`config.mk`:
```
export PLATFORM = sky130hd
export DESIGN_NAME = branch_predict
export DESIGN_NICKNAME = d
export VERILOG_FILES = /design/src/rtl/bp_pkg.sv /design/src/rtl/branch_pht.sv /design/src/rtl/branch_predict.sv
export SDC_FILE = /design/constraint.sdc
export NUM_CORES = 1
export LEC_CHECK = 0
export ABC_AREA = 1
export ABC_CLOCK_PERIOD_IN_PS = 1300
export BUFFER_PORTS_ARGS = -buffer_cell sky130_fd_sc_hd__buf_2
export CORE_UTILIZATION = 40
export CTS_BUF_LIST = sky130_fd_sc_hd__clkbuf_4
export DETAILED_ROUTE_END_ITERATION = 6
export PLACE_DENSITY = 0.66
export SYNTH_ARGS = -nofsm -noshare
export SYNTH_HDL_FRONTEND = slang
export SYNTH_HIERARCHICAL = 1
export SYNTH_SLANG_ARGS = --single-unit
```
`constraint.sdc`:
```
create_clock -name clk -period 1.3 [get_ports clk]
set_input_delay 0.13 -clock clk [delete_from_list [all_inputs] [get_ports clk]]
set_output_delay 0.13 -clock clk [all_outputs]
set_load 0.01 [all_outputs]
```
`src/rtl/bp_pkg.sv`:
```
// Shared types, counter encodings and the saturating update for the branch predictor.
package bp_pkg;

    typedef logic [1:0] bp_cnt_t;

    localparam bp_cnt_t BP_SNT = 2'b00;
    localparam bp_cnt_t BP_WNT = 2'b01;
    localparam bp_cnt_t BP_WT  = 2'b10;
    localparam bp_cnt_t BP_STK = 2'b11;
    localparam bp_cnt_t BP_RST = BP_WNT;

    // Step one position toward the resolved direction, pinning at either end.
    function automatic bp_cnt_t bp_next(input bp_cnt_t cnt, input logic taken);
        bp_cnt_t res;
        res = cnt;
        if (taken) begin
            if (cnt != BP_STK) res = cnt + 2'd1;
        end else begin
            if (cnt != BP_SNT) res = cnt - 2'd1;
        end
        return res;
    endfunction

endpackage

```
`src/rtl/branch_pht.sv`:
```
// Pattern history table: 2-bit saturating counters with one combinational read
// port and one synchronous training port.
module branch_pht
    import bp_pkg::*;
#(
    parameter int DEPTH_LOG2 = 6
) (
    input  logic                  clk,
    input  logic                  rst,
    input  logic [DEPTH_LOG2-1:0] ridx,
    output logic                  rtaken,
    input  logic                  we,
    input  logic [DEPTH_LOG2-1:0] widx,
    input  logic                  taken
);

    localparam int ENTRIES = 1 << DEPTH_LOG2;

    logic [ENTRIES-1:0] msbVec;

    // Counters live in flops rather than RAM: the read is combinational and
    // every entry must return to weak-not-taken on reset.
    generate
        for (genvar gi = 0; gi < ENTRIES; gi++) begin : gEntry
            bp_cnt_t cntReg;

            always_ff @(posedge clk) begin
                if (rst) begin
                    cntReg <= BP_RST;
                end else if (we && (widx == DEPTH_LOG2'(gi))) begin
                    cntReg <= bp_next(cntReg, taken);
                end
            end

            assign msbVec[gi] = cntReg[1];
        end
    endgenerate

    assign rtaken = msbVec[ridx];

endmodule

```
`src/rtl/branch_predict.sv`:
```
// Dynamic branch direction predictor: PHT lookup in F, prediction carried through D and E,
// training in E. Optional gshare indexing when BP_GSHARE_EN is defined.
module branch_predict
    import bp_pkg::*;
#(
    parameter int PHT_DEPTH = 6,
    parameter int PC_LSB    = 2
) (
    input  logic        clk,
    input  logic        rst,
    input  logic [31:0] pcF,
    input  logic        stallD,
    input  logic        flushD,
    input  logic        stallE,
    input  logic        flushE,
    input  logic        branchE,
    input  logic        actual_takeE,
    output logic        pred_takeD,
    output logic        succE
);

    logic [PHT_DEPTH-1:0] pcIdx;
    logic [PHT_DEPTH-1:0] idxF;
    logic [PHT_DEPTH-1:0] idxD;
    logic [PHT_DEPTH-1:0] idxE;
    logic                 predF;
    logic                 pred_takeE;
    logic                 train;
    logic                 unusedPcBits;

    assign pcIdx        = pcF[PC_LSB+PHT_DEPTH-1:PC_LSB];
    assign unusedPcBits = ^pcF;

    // A stalled E instruction trains only on the cycle it leaves E.
    assign train = branchE & ~stallE;

`ifdef BP_GSHARE_EN
    logic [PHT_DEPTH-1:0] ghr;

    // History follows resolved outcomes only, so it never needs repair.
    always_ff @(posedge clk) begin
        if (rst) begin
            ghr <= '0;
        end else if (train) begin
            ghr <= {ghr[PHT_DEPTH-2:0], actual_takeE};
        end
    end

    assign idxF = pcIdx ^ ghr;
`else
    assign idxF = pcIdx;
`endif

    branch_pht #(
        .DEPTH_LOG2(PHT_DEPTH)
    ) uPht (
        .clk    (clk),
        .rst    (rst),
        .ridx   (idxF),
        .rtaken (predF),
        .we     (train),
        .widx   (idxE),
        .taken  (actual_takeE)
    );

    always_ff @(posedge clk) begin
        if (rst || flushD) begin
            pred_takeD <= 1'b0;
            idxD       <= '0;
        end else if (!stallD) begin
            pred_takeD <= predF;
            idxD       <= idxF;
        end
    end

    always_ff @(posedge clk) begin
        if (rst || flushE) begin
            pred_takeE <= 1'b0;
            idxE       <= '0;
        end else if (!stallE) begin
            pred_takeE <= pred_takeD;
            idxE       <= idxD;
        end
    end

    assign succE = (pred_takeE == actual_takeE);

endmodule

```
==> flow_summary.ini, run 1 <==
[pwr]
power_density_nw_per_um2 = 852
power.leakage_nw = 4.07
p_sw_share_pct = 27.5
vdd_drop_max_mv = 0.587
internal_power_w = 0.00592
p_switching_w = 0.00225
clockPowerShare_pct = 35.1
p_comb_share_pct = 11.1
p_seq_share_pct = 53.8

[timing]
tightest_slew_ns = 0.481
fin_ws_ns = -0.162
holdWs_ns = -0.00626
setup_violations = 102
max_freq_ghz = 0.684
fin_crit_sh_pct = 112
finalHoldViolCount = 3
setup_tns_ns = -5.54
fin_crit_ns = 1.46
worst_slew_margin_rel_pct = 67.9
timing_max_transition_violations_final = 0
rsz0062_at_grt = true
fin_skew_ns = 0.0222

[drt]
wire_per_inst_um = 14.5
drc = 0
drt_first_pass_iters = 6
via_per_inst = 5.34
ant_nets = 0
dr.first_iter.drc_count = 433
routed_wl_mm = 20.5
vias = 7540

[placed_design]
dp_hpwl_mm = 13.0
gp_congestion = 0.923
port_buffers = 15
dp.cells = 1347
placed_cell_area_um2 = 8090

[synth]
ys_ff_latch = 142
synthArstFlopShare_pct = 0
yosys_warnings = 6
syn_nets = 1136
syn_area_per_cell_um2 = 6.61
ys_seq_area_share_pct = 39.2
synth_ff_type = dfxtp_1
synth_edf_count = 0
netlist_area_um2 = 7250
synth_cell_types = 26
synthCells = 1096

[grt]
grt_usage_pct = 22.3
grt_first_pass_wirelength_mm = 32.5
grt_antenna_before_repair = 1
grt_max_degree = 48
grt_pass1_vias = 6669
grt_overflow_total = 0

[run_status]
status = complete, but fails checks
violations = hold timing, setup timing

[setup_path]
cp_max_fo = 9
rr_startpoint = idxE[4]$_SDFFE_PP0N_
reg2reg_depth = 8
critical_path_class = register to register
required_ns = 1.75
cp-startpoint = idxE[4]$_SDFFE_PP0N_
cp.arrival_ns = 1.91
endpoint_kind = register
cp-start-kind = register

[cts]
holdBufCountCts = 17
clockBufferDepth = 2
cts_inserted_buffers = 17
clockRootBuffer = clkbuf_4
htree_levels = 4
cts_tree = built
path_clk_slew_ns = 0.12
clkSinkCount = 142
clock_latency_ns = 0.56

[finish]
final_common_cell = nand2_1
utilization_pct = 54.9
drive_above_1_share_pct = 34.1
layoutNonFillerInstCount = 1412
syn_to_final_growth_pct = 32.3
fin_nets = 1213
final_cell_mix = nand2_1 (219), dfxtp_1 (100), a21oi_1 (87), inv_1 (71), nor2_1 (67)
final_area_um2 = 9590

[floorplanning]
row_count = 48
io_pins = 42
chipHeight_um = 137
core-area_um2 = 17500
die_w_um = 137
start_util_pct = 41.5
dieArea_um2 = 18700

[job]
cap_violations = 0

[min_path]
whs_path_depth = 4
min_from = rst
hold_path_class = input pin to register
cells by family (layout without fill, tap and decap cells):
kind of cell / after synthesis / after routing / synth area share, %
and+or+nand+nor: 511 / 511 / 30.2
AOI/OAI and AO/OA: 277 / 277 / 21.5
buffers and inverters: 165 / 255 / 8.91
DFF: 142 / 142 / 39.2
xor gates and xnor gates: 1 / 1 / 0.121
other: 0 / 1 / 0
sequential cells by signal, summed over array words and instances, names as in the netlist:
register / cells
uPht/gEntry.cntReg: 128
idxD: 6
idxE: 6
pred_takeD: 1
pred_takeE: 1
power groups by stage:
| stage | clock network (W) | registers [W] | logic, W |
|---|---|---|---|
| CTS | 0.00291 | 0.00440 | 0.000821 |
| floorplan | 0 | 0.00449 | 0.000440 |
| detailed placement | 0 | 0.00450 | 0.000735 |
| global placement | 0 | 0.00449 | 0.000731 |
| global route | 0.00308 | 0.00440 | 0.000976 |
| finish | 0.00287 | 0.00439 | 0.000905 |
worst max-delay path, cell delays in order (launching register included):
cell and delay (ns):
dfxtp_4 0.42, inv_2 0.05, nor3_4 0.21, buf_6 0.21, nand2_2 0.10, inv_2 0.10
nand2_2 0.06, a22oi_2 0.13, nand2_1 0.06
synth_stat cells (6+ instances only):
library cell	n	share of area [%]
a21oi_1	119	8.2
a22oi_1	17	1.8
buf_2	9	0.62
clkbuf_1	43	2.2
dfxtp_1	142	39
inv_1	106	5.5
nand2_1	279	14
nand3_1	74	5.1
nand3b_1	6	0.62
nand4_1	15	1.3
nor2_1	96	5.0
o211ai_1	33	3.4
o21ai_0	89	6.1
o22ai_1	10	0.86
o311ai_0	7	0.85
or2_2	34	2.9
final timing paths:
check	to	slack (ns)
max	uPht/gEntry[27].cntReg[0]$_SDFFE_PP1P_	-0.16
min	idxE[4]$_SDFFE_PP0N_	-0.006
max reg2reg	uPht/gEntry[27].cntReg[0]$_SDFFE_PP1P_	-0.16
min reg2reg	uPht/gEntry[16].cntReg[1]$_SDFFE_PP0P_	0.47
what timing repair did:
item                                   in CTS  in global routing
gates resized for setup                   141                217
setup endpoints to repair                 116                133
setup buffers                               3                 11
pin swaps                                  22                 43
endpoints found under the hold margin      18                  5
cloned                                      0                  1
per-stage QoR:
stage / worst slack [ns] / power, W
after floorplan: -0.0198 / 0.00493
after global placement: -0.173 / 0.00523
after detailed placement: -0.182 / 0.00523
after CTS: -0.104 / 0.00813
after global routing: -0.233 / 0.00845
final: -0.162 / 0.00816
layer usage:
metal / track usage [%] / wire (um) / vias up
met3: 4.04 / 664 / 38
li1: - / - / 3813
met1: 29.5 / 9680 / 3540
met5: 0 / 0 / -
met2: 36.4 / 9660 / 149
met4: 7.65 / 508 / 0
layout make-up:
type	instances	area (um^2)
diodes	1	2.50
clock buffers	21	158
clock inverters	11	119
fillers	1556	7890
inverters	110	432
multi-input cells	789	4520
flip-flops and latches	142	2920
well taps	225	282
repair buffers	113	1160
Power figures use the tool's default switching activity.
==> inputs of run 2 (changes only) <==
--- a/config.mk
+++ b/config.mk
@@ -8,3 +8,3 @@
 export ABC_AREA = 1
-export ABC_CLOCK_PERIOD_IN_PS = 1300
+export ABC_CLOCK_PERIOD_IN_PS = 1600
 export BUFFER_PORTS_ARGS = -buffer_cell sky130_fd_sc_hd__buf_2
@@ -13,3 +13,3 @@
 export DETAILED_ROUTE_END_ITERATION = 6
-export PLACE_DENSITY = 0.66
+export PLACE_DENSITY = 0.64
 export SYNTH_ARGS = -nofsm -noshare
==> constraint.sdc (replaced) <==
create_clock -name clk -period 1.6 [get_ports clk]
set_input_delay 0 -clock clk [delete_from_list [all_inputs] [get_ports clk]]
set_output_delay 0 -clock clk [all_outputs]
set_load 0.01 [all_outputs]
==> run 2 against run 1 <==
- the flow now finishes without violations
- clock power is 27% lower
- sequential cell count stayed put
- setup slack better by 0.22 ns
- register-to-register slack better by 0.30 ns
- critical path depth is 2 lower
- via count is 4.8% lower
- global-route usage is 0.74 points lower
- first-iteration DRC count is 19% higher
- final area is 14% lower
- core utilization is 7.6 points lower
- critical endpoint is now idxD[4]$_SDFFE_PP0N_
==> flow_summary.ini, run 2 (synthesis gave the netlist of run 1 again) <==
[run_status]
status = complete, no violations

[timing]
fin_crit_ns = 1.54
setup_violations = 0
finalHoldViolCount = 0
tightest_slew_ns = 0.511
fin_crit_sh_pct = 96.2
rsz0062_at_grt = false
fin_skew_ns = 0.0125
max_freq_ghz = 0.650
setup_tns_ns = 0
worst_slew_margin_rel_pct = 65.9
timing_max_transition_violations_final = 0

[setup_path]
r2r-end = uPht/gEntry[27].cntReg[0]$_SDFFE_PP1P_
required_ns = 2.06
rr_startpoint = idxE[3]$_SDFFE_PP0N_
path_common_cell = dlygate4sd3_1
endpoint_kind = register
max_stage_delay_ns = 0.56
cp_slowest_cell = dlygate4sd3_1
cp_max_fo = 14
reg2reg_slack_ns = 0.14
critical_path_class = input pin to register
reg2reg_depth = 9
cp-start-kind = input pin
cp.arrival_ns = 1.99
cp_cell_sequence = dlygate4sd3_1 > buf_4 > nor2_1 > dlygate4sd3_1 > nor2_1 > dlygate4sd3_1

[floorplanning]
dieArea_um2 = 18700
core-area_um2 = 17500
io_pins = 42
die_w_um = 137
chipHeight_um = 137
row_count = 48
start_util_pct = 41.5

[grt]
grt_usage_pct = 21.6
grt_antenna_before_repair = 1
grt_pass1_vias = 6518
grt_overflow_total = 0
grt_max_degree = 50
grt_first_pass_wirelength_mm = 31.1

[finish]
fin_nets = 1173
fill_cells = 1703
largest_register_ff_count = 128
final_common_cell = nand2_1
largest-register = uPht/gEntry.cntReg
syn_to_final_growth_pct = 14.1
final_cell_mix = nand2_1 (279), dfxtp_1 (138), a21oi_1 (119), inv_1 (106)
reg_top3 = uPht/gEntry.cntReg (128), idxD (6), idxE (6)
regArea_um2 = 2850
multi_input_area_um2 = 3790
utilization_pct = 47.3
drive_above_1_share_pct = 12.1

[pwr]
power.leakage_nw = 3.55
vdd_drop_max_mv = 0.417
power_density_nw_per_um2 = 758

[min_path]
whs_endpoint = idxD[5]$_SDFFE_PP0N_
hold_path_class = input pin to register
min_from = pcF[7]
whs_path_depth = 4

[placed_design]
port_buffers = 15
gp_congestion = 0.830
dp_hpwl_mm = 12.3

[drt]
routed_wl_mm = 19.0
ant_nets = 0
via_per_inst = 5.23
vias = 7178
dr.first_iter.drc_count = 516
drc = 0
wire_per_inst_um = 13.8
drt_first_pass_iters = 5

[cts]
cts_tree = built
cts_setup_buffers = 0
clockRootBuffer = clkbuf_4
path_clk_slew_ns = 0.12
clockBufferDepth = 2
clkSinkCount = 142
htree_levels = 4
clock_latency_ns = 0.55
cts_inserted_buffers = 17

[job]
cap_violations = 0
## run 2: area by class of cell
class	count	share of cell area (%)
Multi-Input combinational cell	789	45.8
Sequential cell	142	34.4
Timing Repair Buffer	73	8.45
Inverter	110	4.99
Tap cell	225	3.41
Clock buffer	18	1.63
Clock inverter	14	1.24
Antenna cell	1	0.0303
## run 2: worst max path at each step
| stage | start | to |
|---|---|---|
| 6_report | stallD | idxD[4]$_SDFFE_PP0N_ |
| 3_5_place_dp | idxE[3]$_SDFFE_PP0N_ | uPht/gEntry[58].cntReg[0]$_SDFFE_PP1P_ |
| 3_3_place_gp | idxE[5]$_SDFFE_PP0N_ | uPht/gEntry[35].cntReg[0]$_SDFFE_PP1P_ |
| 5_1_grt | idxE[3]$_SDFFE_PP0N_ | uPht/gEntry[59].cntReg[0]$_SDFFE_PP1P_ |
| 2_1_floorplan | idxE[3]$_SDFFE_PP0N_ | uPht/gEntry[24].cntReg[1]$_SDFFE_PP0P_ |
| 4_1_cts | flushD | idxD[3]$_SDFFE_PP0N_ |
## run 2: through the flow
stage / power, W / worst slack, ns / hold slack [ns] / cells / cell area (um^2)
after global placement: 0.00421 / 0.116 / 0.285 / 1321 / 7820
after global routing: 0.00656 / 0.00544 / 0.289 / 1372 / 8270
after CTS: 0.00633 / 0.0157 / 0.0114 / 1371 / 8230
after detailed placement: 0.00421 / 0.105 / 0.293 / 1321 / 7820
final: 0.00626 / 0.0614 / 0.300 / 1372 / 8270
after floorplan: 0.00400 / 0.238 / 0.0761 / 1096 / 7250
## run 2: per-layer routing
metal	wire length, um	GRT usage, %	share of wire [%]
met5	0	0	0
met4	414	8.58	2.2
met3	918	3.96	4.8
met2	8640	35.5	45
met1	9030	27.8	48
## run 2: report_power, final
part | switching [W] | total [W] | internal (W)
combinational | 0.000391 | 0.000603 | 0.000212
clock | 0.00133 | 0.00209 | 0.000752
sequential | 0.0000180 | 0.00357 | 0.00356
total | 0.00174 | 0.00626 | 0.00452
## run 2: critical path: cells and delay by family
kind	cells	cell delay, ns
buffers and inverters	4	1.83
AND/OR/NAND/NOR	2	0.15
## run 2: repair_timing
action                                  in CTS  in global routing
gates resized for setup                      0                 15
endpoints found under the hold margin       75                  5
hold buffers                                18                  1
endpoints found under the setup margin       0                 32
==> inputs of run 3 (changes only) <==
- CELL_PAD_IN_SITES_DETAIL_PLACEMENT: default -> 1
- CELL_PAD_IN_SITES_GLOBAL_PLACEMENT: default -> 2
- CORE_ASPECT_RATIO: default -> 1.2
- CORE_UTILIZATION: 40 -> 35
- PLACE_DENSITY: 0.64 -> 0.89
==> run 3 against run 2 <==
- fmax up 0.43%
- non-clock buffer count down 2
- largest cell class unchanged
- critical endpoint is now idxD[5]$_SDFFE_PP0N_
- sequential power about the same
- core utilization down 5.9 points
- sequential cell count unchanged
- global-route usage about the same
- clock power up 37%
- clock-buffer cell count unchanged
- setup slack better by 0.0066 ns
- highest routed layer unchanged
==> flow_summary.ini, run 3 (synthesis gave the netlist of run 1 again) <==
[timing]
tightest_slew_ns = 0.762
fin_crit_sh_pct = 95.8
max_freq_ghz = 0.653
fin_skew_ns = 0.0174
fin_crit_ns = 1.53
fin_ws_ns = 0.0680
setup_violations = 0
rsz0062_at_grt = false
timing_max_transition_violations_final = 0
worst_slew_margin_rel_pct = 49.1
setup_tns_ns = 0
finalHoldViolCount = 0

[drt]
via_per_inst = 5.20
dr.first_iter.drc_count = 307
vias = 7338
wire_per_inst_um = 15.6
drt_first_pass_iters = 4
ant_nets = 0
drc = 0
routed_wl_mm = 22.0

[setup_path]
path_common_cell = dlygate4sd3_1
critical_path_class = input pin to register
required_ns = 2.08
max_stage_delay_ns = 0.56
cp.arrival_ns = 2.01
cp_slowest_cell = dlygate4sd3_1
cp_max_fo = 14
cp-start-kind = input pin
endpoint_kind = register
reg2reg_depth = 7
r2r-end = uPht/gEntry[15].cntReg[0]$_SDFFE_PP1P_
reg2reg_slack_ns = 0.12
cp_cell_sequence = dlygate4sd3_1 > clkbuf_4 > nor2_1 > dlygate4sd3_1 > nor2_1 > dlygate4sd3_1
rr_startpoint = idxE[5]$_SDFFE_PP0N_

[grt]
grt_first_pass_wirelength_mm = 36.3
grt_max_degree = 75
grt_pass1_vias = 7380
grt_antenna_before_repair = 1
grt_usage_pct = 21.6
grt_overflow_total = 0

[placed_design]
dp_hpwl_mm = 14.6
placed_cell_area_um2 = 7810
port_buffers = 15
gp_congestion = 0.770
dp_worst_setup_slack_ns = 0.00656

[finish]
drive_above_1_share_pct = 12.5
largest-register = uPht/gEntry.cntReg
fin_nets = 1171
final_common_cell = nand2_1
final_area_um2 = 8390
final_cell_mix = nand2_1 (278), dfxtp_1 (137), a21oi_1 (119), inv_1 (104)
reg_top3 = uPht/gEntry.cntReg (128), idxD (6), idxE (6)
largest_register_ff_count = 128
syn_to_final_growth_pct = 15.7

[pwr]
power.leakage_nw = 3.58
vdd_drop_max_mv = 0.374
power_w = 0.00705
power_density_nw_per_um2 = 841

[cts]
cts_inserted_buffers = 17
cts_tree = built
clock_latency_ns = 0.59
clockRootBuffer = clkbuf_4
clockBufferDepth = 2
clkSinkCount = 142
path_clk_slew_ns = 0.13
htree_levels = 4

[job]
cap_violations = 0

[floorplanning]
core-area_um2 = 20300
chipHeight_um = 160
row_count = 57
die_w_um = 133
dieArea_um2 = 21300
start_util_pct = 35.8
io_pins = 42

[min_path]
whs_endpoint = idxD[4]$_SDFFE_PP0N_
hold_path_class = input pin to register
whs_path_depth = 4
min_from = pcF[6]

[run_status]
status = complete, no violations
-- run 3: what timing repair did --
action / CTS / global route
pin swaps: 0 / 1
hold buffers: 17 / 0
buffers inserted: 0 / 1
setup endpoints to repair: 3 / 44
gates cloned: 0 / 0
resized for setup: 2 / 17
hold endpoints to repair: 81 / 0
-- run 3: critical path, delay by kind of cell --
kind / cells / cell delay (ns)
buffers and inverters: 4 / 1.86
AND/OR/NAND/NOR: 2 / 0.16
-- run 3: worst max path at each step --
stage | from | end | depth (start not counted)
6_report | stallD | idxD[5]$_SDFFE_PP0N_ | 6
4_1_cts | idxE[3]$_SDFFE_PP0N_ | uPht/gEntry[10].cntReg[1]$_SDFFE_PP0P_ | 7
5_1_grt | idxE[0]$_SDFFE_PP0N_ | uPht/gEntry[59].cntReg[0]$_SDFFE_PP1P_ | 8
2_1_floorplan | idxE[3]$_SDFFE_PP0N_ | uPht/gEntry[24].cntReg[1]$_SDFFE_PP0P_ | 7
3_5_place_dp | stallE | uPht/gEntry[15].cntReg[0]$_SDFFE_PP1P_ | 10
3_3_place_gp | idxE[5]$_SDFFE_PP0N_ | uPht/gEntry[15].cntReg[0]$_SDFFE_PP1P_ | 7
-- run 3: metal layers --
metal | routed length, um | GRT usage, % | part of all wire [%] | vias to the layer above
li1 | - | - | - | 3706
met1 | 9930 | 25.5 | 45 | 3545
met2 | 11300 | 39.5 | 51 | 63
met3 | 408 | 3.27 | 1.9 | 24
met4 | 400 | 6.97 | 1.8 | 0
met5 | 0 | 0 | 0 | -
-- run 3: cell type report --
cell class | count | area (um^2)
fillers | 2658 | 11900
multi-input cells | 789 | 3800
flip-flops and latches | 142 | 2850
repair buffers | 71 | 643
inverters | 110 | 413
well taps | 265 | 332
clock inverters | 14 | 214
clock buffers | 18 | 135
diodes | 1 | 2.50
-- run 3: through the flow --
stage / instances / hold slack [ns] / utilization [%]
4_1_cts: 1408 / 0.212 / 41.2
3_5_place_dp: 1359 / 0.284 / 38.6
5_1_grt: 1410 / 0.257 / 41.4
6_report: 1410 / 0.266 / 41.4
3_3_place_gp: 1359 / 0.276 / 38.6
2_1_floorplan: 1096 / 0.0761 / -
-- run 3: where the power goes --
part | switching (W) | internal [W]
sequential | 0.0000188 | 0.00356
clock | 0.00145 | 0.00142
combinational | 0.000406 | 0.000205
total | 0.00187 | 0.00518
